### src/rtl/bfis_query_driver.sv
// BFIS query driver: accepts one query, launches it into the search engine, then
// either streams the engine's top-k slots out one beat at a time or abandons on timeout.
// res_idx_out is 3 bits wide, so K_MAX must not exceed 8.

module bfis_slot_reg (
  input  logic        clk_in,
  input  logic        rst_in,
  input  logic        load_i,
  input  logic [31:0] d_i,
  output logic [31:0] q_o
);
  logic [31:0] slot_q;

  always_ff @(posedge clk_in or posedge rst_in) begin
    if (rst_in)      slot_q <= '0;
    else if (load_i) slot_q <= d_i;
  end

  assign q_o = slot_q;
endmodule

module bfis_query_driver #(
  parameter int DIM     = 2,
  parameter int K_MAX   = 5,
  parameter int TIMEOUT = 4096
) (
  input  logic                        clk_in,
  input  logic                        rst_in,
  input  logic [31:0]                 q_vertex_in,
  input  logic [DIM-1:0][31:0]        q_pos_in,
  input  logic [15:0]                 q_k_in,
  input  logic                        q_valid_in,
  output logic                        q_ready_out,
  input  logic [15:0]                 pq_length_in,
  output logic [31:0]                 vertex_out,
  output logic                        vertex_valid_out,
  output logic [DIM-1:0][31:0]        query_out,
  output logic [15:0]                 pq_length_out,
  output logic [15:0]                 k_out,
  input  logic [K_MAX-1:0][31:0]      top_k_in,
  input  logic                        search_valid_in,
  output logic [31:0]                 res_data_out,
  output logic [2:0]                  res_idx_out,
  output logic                        res_last_out,
  output logic                        res_valid_out,
  input  logic                        res_ready_in,
  output logic                        busy_out,
  output logic                        timeout_out,
  output logic [15:0]                 query_count_out
);
  localparam int CNT_W = (TIMEOUT > 1) ? $clog2(TIMEOUT) : 1;

  typedef enum logic [1:0] {S_IDLE, S_LAUNCH, S_WAIT, S_DRAIN} state_e;

  state_e               state_q, state_d;
  logic [CNT_W-1:0]     cnt_q, cnt_d;
  logic [2:0]           idx_q, idx_d;
  logic [15:0]          qcnt_q, qcnt_d;
  logic [15:0]          pql_q;
  logic [31:0]          vtx_q;
  logic [DIM-1:0][31:0] pos_q;
  logic [15:0]          k_q;

  logic [K_MAX-1:0][31:0] slots;
  logic                   cap_en;
  logic                   q_hs;
  logic                   drain;
  logic                   last_beat;
  logic [15:0]            k_eff;
  logic [31:0]            slot_sel;

  assign k_eff = (q_k_in > 16'(K_MAX)) ? 16'(K_MAX) : q_k_in;
  // Gated by rst_in so every output reads 0 for the whole reset window.
  assign q_ready_out = (state_q == S_IDLE) && !rst_in;
  assign q_hs        = q_valid_in && q_ready_out;
  assign drain       = (state_q == S_DRAIN);
  assign last_beat   = ({13'b0, idx_q} == (k_q - 16'd1));

  for (genvar s = 0; s < K_MAX; s++) begin : g_slot
    bfis_slot_reg u_slot (
      .clk_in (clk_in),
      .rst_in (rst_in),
      .load_i (cap_en),
      .d_i    (top_k_in[s]),
      .q_o    (slots[s])
    );
  end

  always_comb begin
    slot_sel = '0;
    for (int s = 0; s < K_MAX; s++)
      if (idx_q == 3'(s)) slot_sel = slots[s];
  end

  always_comb begin
    state_d     = state_q;
    cnt_d       = cnt_q;
    idx_d       = idx_q;
    qcnt_d      = qcnt_q;
    cap_en      = 1'b0;
    timeout_out = 1'b0;
    case (state_q)
      S_IDLE: begin
        if (q_hs) begin
          // A zero-length query completes on the spot without touching the engine.
          if (k_eff == 16'd0) qcnt_d = qcnt_q + 16'd1;
          else                state_d = S_LAUNCH;
        end
      end
      S_LAUNCH: begin
        cnt_d   = '0;
        state_d = S_WAIT;
      end
      S_WAIT: begin
        // A result arriving on the final cycle still wins over the timeout.
        if (search_valid_in) begin
          cap_en  = 1'b1;
          idx_d   = '0;
          state_d = S_DRAIN;
        end else if (cnt_q == CNT_W'(TIMEOUT - 1)) begin
          timeout_out = 1'b1;
          state_d     = S_IDLE;
        end else begin
          cnt_d = cnt_q + CNT_W'(1);
        end
      end
      S_DRAIN: begin
        if (res_ready_in) begin
          if (last_beat) begin
            state_d = S_IDLE;
            qcnt_d  = qcnt_q + 16'd1;
          end else begin
            idx_d = idx_q + 3'd1;
          end
        end
      end
      default: state_d = S_IDLE;
    endcase
  end

  always_ff @(posedge clk_in or posedge rst_in) begin
    if (rst_in) begin
      state_q <= S_IDLE;
      cnt_q   <= '0;
      idx_q   <= '0;
      qcnt_q  <= '0;
      pql_q   <= '0;
      vtx_q   <= '0;
      pos_q   <= '0;
      k_q     <= '0;
    end else begin
      state_q <= state_d;
      cnt_q   <= cnt_d;
      idx_q   <= idx_d;
      qcnt_q  <= qcnt_d;
      pql_q   <= pq_length_in;
      if (q_hs) begin
        vtx_q <= q_vertex_in;
        pos_q <= q_pos_in;
        k_q   <= k_eff;
      end
    end
  end

  assign vertex_out       = vtx_q;
  assign query_out        = pos_q;
  assign k_out            = k_q;
  assign pq_length_out    = pql_q;
  assign vertex_valid_out = (state_q == S_LAUNCH);
  assign res_valid_out    = drain;
  assign res_data_out     = drain ? slot_sel : 32'd0;
  assign res_idx_out      = drain ? idx_q : 3'd0;
  assign res_last_out     = drain && last_beat;
  assign busy_out         = (state_q != S_IDLE);
  assign query_count_out  = qcnt_q;
endmodule
### config.mk
export PLATFORM = sky130hd
export DESIGN_NAME = bfis_query_driver
export DESIGN_NICKNAME = d
export VERILOG_FILES = /design/src/rtl/bfis_query_driver.sv
export SDC_FILE = /design/constraint.sdc
export NUM_CORES = 1
export LEC_CHECK = 0
export CAP_MARGIN = 20
export CORE_AREA = 2 2 185 187
export DETAILED_ROUTE_END_ITERATION = 7
export DIE_AREA = 0 0 187 189
export GPL_TIMING_DRIVEN = 0
export PLACE_DENSITY = 0.77
export SLEW_MARGIN = 10
export SYNTH_ARGS = -nofsm -noshare
export SYNTH_HDL_FRONTEND = slang
export SYNTH_HIERARCHICAL = 1
export SYNTH_SLANG_ARGS = --single-unit
### constraint.sdc
create_clock -name clk_in -period 9.3 [get_ports clk_in]
set_input_delay 0.93 -clock clk_in [delete_from_list [all_inputs] [get_ports clk_in]]
set_output_delay 0.93 -clock clk_in [all_outputs]
set_load 0.05 [all_outputs]
==> results.md <==
* Cell Area, Synth at 0.0147 sq mm
* First-pass GRT wire length at 74,900 um
* Post-CTS sizing at 0
* Number of synthesized flops with an enable pin at 0
* Comb pwr share at between 50% and 60%
* Avg Vias per Cell at between 5 and 6
* RSZ-0062 raised after global routing: no
* Worst setup margin at around 3800 ps
* Post-layout minimum cycle time at between 5000 and 6000 ps
* CP Max Fanout at 10
* Post-route setup TNS at 0 ps
* Crit path launch: idx_q[0]
* Lkg Pwr at 9.45 nW
* H-tree Lvls at 2
* Seq/Total Area, Yosys at a little over half
* Syn_nets at 1,586
* Final Instance Area at approximately 0.021 sq mm
* Clk pwr share at a little under a fifth
* Post-CTS Setup Bufs at 0
* TritonCTS buffer count at 37
* Slew margin rel. at 46.0%
* CP required at 8370 ps
* Grt ovf at 0
* Hold path startpoint: vertex_out[18]
* Largest cells by area after synthesis: dfrtp_1 (55%), mux2_4 (15%), nand2_1 (8.6%)
* Status: finished clean
* Rows at 67
* Reg power frac at 30.7%
* CTS sink cnt at roughly 320
* Fillcell total at 2,597
* Synth cell types at 56
* Register area at 0.00803 sq mm
* Die Ht at 189 um
* GP Congestion at a little over 0.9
* Worst-margin pin slew at approximately 800 ps
* Largest net degree at the start of global routing at between 100 and 150
* Layout Nets at 2,103
* Synth async-reset ratio at between 90% and 100%
* Area used by multi-input combinational logic at approximately 0.006 sq mm
* Internal at 0.00446 W
* Max Clock Skew at 22.9 ps
* Pwr Total at ~0.0076 W
* Post-CTS Hold Buffers at 0
* CTS tree: done
* Post-DRT Antenna Nets at 0
* Slew Viols, Final at 0
* Syn-to-layout area delta at 44.8%
* Setup Viol. Count Final at 0
* Total core area at approximately 0.033 sq mm
* Setup CP Type: reg2out
* Average size of a mapped cell at roughly 11 sq um
* Synth Flop Type: dfrtp_1
* Crit path launch type: flip-flop
* Worst-Skew Late Latency at roughly 520 ps
* Vias at about 12,000
* Setup WS pre-CTS at approximately 4400 ps
* Top-count cell post-synth: nand2_1
* Critical Path AT at about 4600 ps
* Worst-path clk slew at 60 ps
* Placed Area at 0.0201 sq mm
* Share of cells above drive strength 1 at a little over an eighth
* Clock root cell: clkbuf_16
* Worst Setup End Kind: output pin
* DRT Pass-1 Iters at 5
* Iter 0 DRT Violations at between 700 and 800
* DP HPWL at ~38,000 um
* Initial antenna violation count at 6
* Register bit total from synthesis at approximately 320
* Overall Global Routing Usage at approximately 28%
* PortBufs at 477
* HP Class: reg2reg
* Vias in the first global route at between 10,000 and 15,000
* Pwr dens at around 360 mW/mm^2
* Switch share at approximately 42%
* FMAX at between 150 and 200 MHz
* Ys Warns at 6
* Period utilization at between 50 and 60%
* Hold Fails Final Rpt at 0
* Synth top area share at between 50 and 60%
* I/O pin count at roughly 480
* Post-Synthesis Cells at roughly 1,300
* Yosys top cell by area: dfrtp_1
* Die W at about 190 um
* Detailed Route WL at 49,400 um
* Max VDD drop at 0.264 mV
* Starting density of the core at between 40% and 50%
* WL per Instance at 21.7 um
* RR Startpoint: state_q[0]
* Max cap viols at 0
* # DRC at 0
* Synth cell count leaders: nand2_1 (337), dfrtp_1 (321), mux2_4 (150)
* Sw Pwr at approximately 0.0032 W
* Clock tree buffer depth at 3
* Die ar. at between 0.03 and 0.04 sq mm
## metrics by stage
stage	hold slack [ps]	util, %	cells
2_1_floorplan	471	-	1280
3_3_place_gp	458	60.2	2205
3_5_place_dp	458	60.3	2206
4_1_cts	471	64.0	2273
5_1_grt	489	64.0	2274
6_report	472	64.0	2276
## state kept, by name (all words and copies together), names as in the netlist
name / flops
cnt_q: 12
g_slot.u_slot/q_o: 160
pq_length_out: 16
state_q: 2
vertex_out: 32
idx_q: 3
query_count_out: 16
k_out: 16
query_out: 64
## cell families after synthesis
group / count (synthesis) / share of synthesized area (%)
AND/OR/NAND/NOR: 525 / 15.1
flip-flops: 321 / 54.6
multiplexers: 165 / 16.4
AO/OA/AOI/OAI: 129 / 6.66
buffers and inverters: 101 / 4.58
XOR/XNOR: 26 / 1.55
adder cells (fa/ha/maj): 13 / 1.11
## power by group through the flow
stage	combinational [W]	sequential [W]	clock [W]
6_report	0.00384	0.00234	0.00145
3_3_place_gp	0.00377	0.00232	0
2_1_floorplan	0.00186	0.00299	0
4_1_cts	0.00385	0.00233	0.00148
5_1_grt	0.00405	0.00240	0.00153
3_5_place_dp	0.00382	0.00235	0
## worst max-delay path, stage by stage, from the launching register on
cell and delay, ps:
dfrtp_1 490, inv_1 220, ha_1 210, nor3b_1 660, clkbuf_1 470, a221oi_1 280
o311ai_0 320, o21ai_0 370, nor2_1 210, clkdlybuf4s50_1 820
## metal layers
| layer | track usage [%] | vias to the layer above | share of wire, % |
|---|---|---|---|
| met3 | 8.08 | 108 | 8.4 |
| met4 | 12.2 | 6 | 4.6 |
| met5 | 0 | - | 0.093 |
| met1 | 31.2 | 5877 | 36 |
| met2 | 49.2 | 516 | 51 |
| li1 | - | 5422 | - |
## final cells by class
| class | instances | share of cell area, % |
|---|---|---|
| Inverter | 23 | 0.441 |
| Clock inverter | 11 | 0.646 |
| Timing Repair Buffer | 478 | 22.6 |
| Antenna cell | 3 | 0.0353 |
| Sequential cell | 321 | 37.7 |
| Tap cell | 448 | 2.63 |
| Multi-Input combinational cell | 858 | 28.2 |
| Buffer | 78 | 2.76 |
| Clock buffer | 56 | 5.02 |
## path summary, 6_finish.rpt
kind / endpoint / slack (ps) / cells past startpoint
worst max-delay path: res_data_out[22] / 3810 / 9
worst min-delay path: vertex_out[18] / 470 / 2
worst max register to register: query_count_out[13] / 6160 / 9
worst min register to register: vertex_out[18] / 470 / 2
max in group asynchronous: vertex_out[10] / 7260 / 3
min in group asynchronous: query_count_out[10] / 1100 / 2
## cells in the final DEF, fill, tap and decap left out, types with 4 or more instances in the layout
cell	synthesis	final
a21oi_1	5	5
a221oi_1	32	32
and2_1	14	14
and3_1	7	7
buf_1	6	6
buf_12	15	15
buf_6	6	6
clkbuf_1	49	63
clkbuf_16	0	39
clkdlybuf4s50_1	0	477
clkinv_2	0	6
dfrtp_1	321	321
ha_1	13	13
inv_1	23	17
inv_2	0	5
mux2_2	10	10
mux2_4	150	150
mux2i_1	4	4
nand2_1	337	337
nand3_1	15	15
nand4_1	14	14
nor2_1	95	95
nor2b_1	4	4
nor3_1	9	9
nor3b_1	5	5
nor4_1	10	10
o21ai_0	39	39
o311ai_0	32	32
xnor2_1	5	5
xor2_1	21	21
Power figures use the tool's default switching activity.
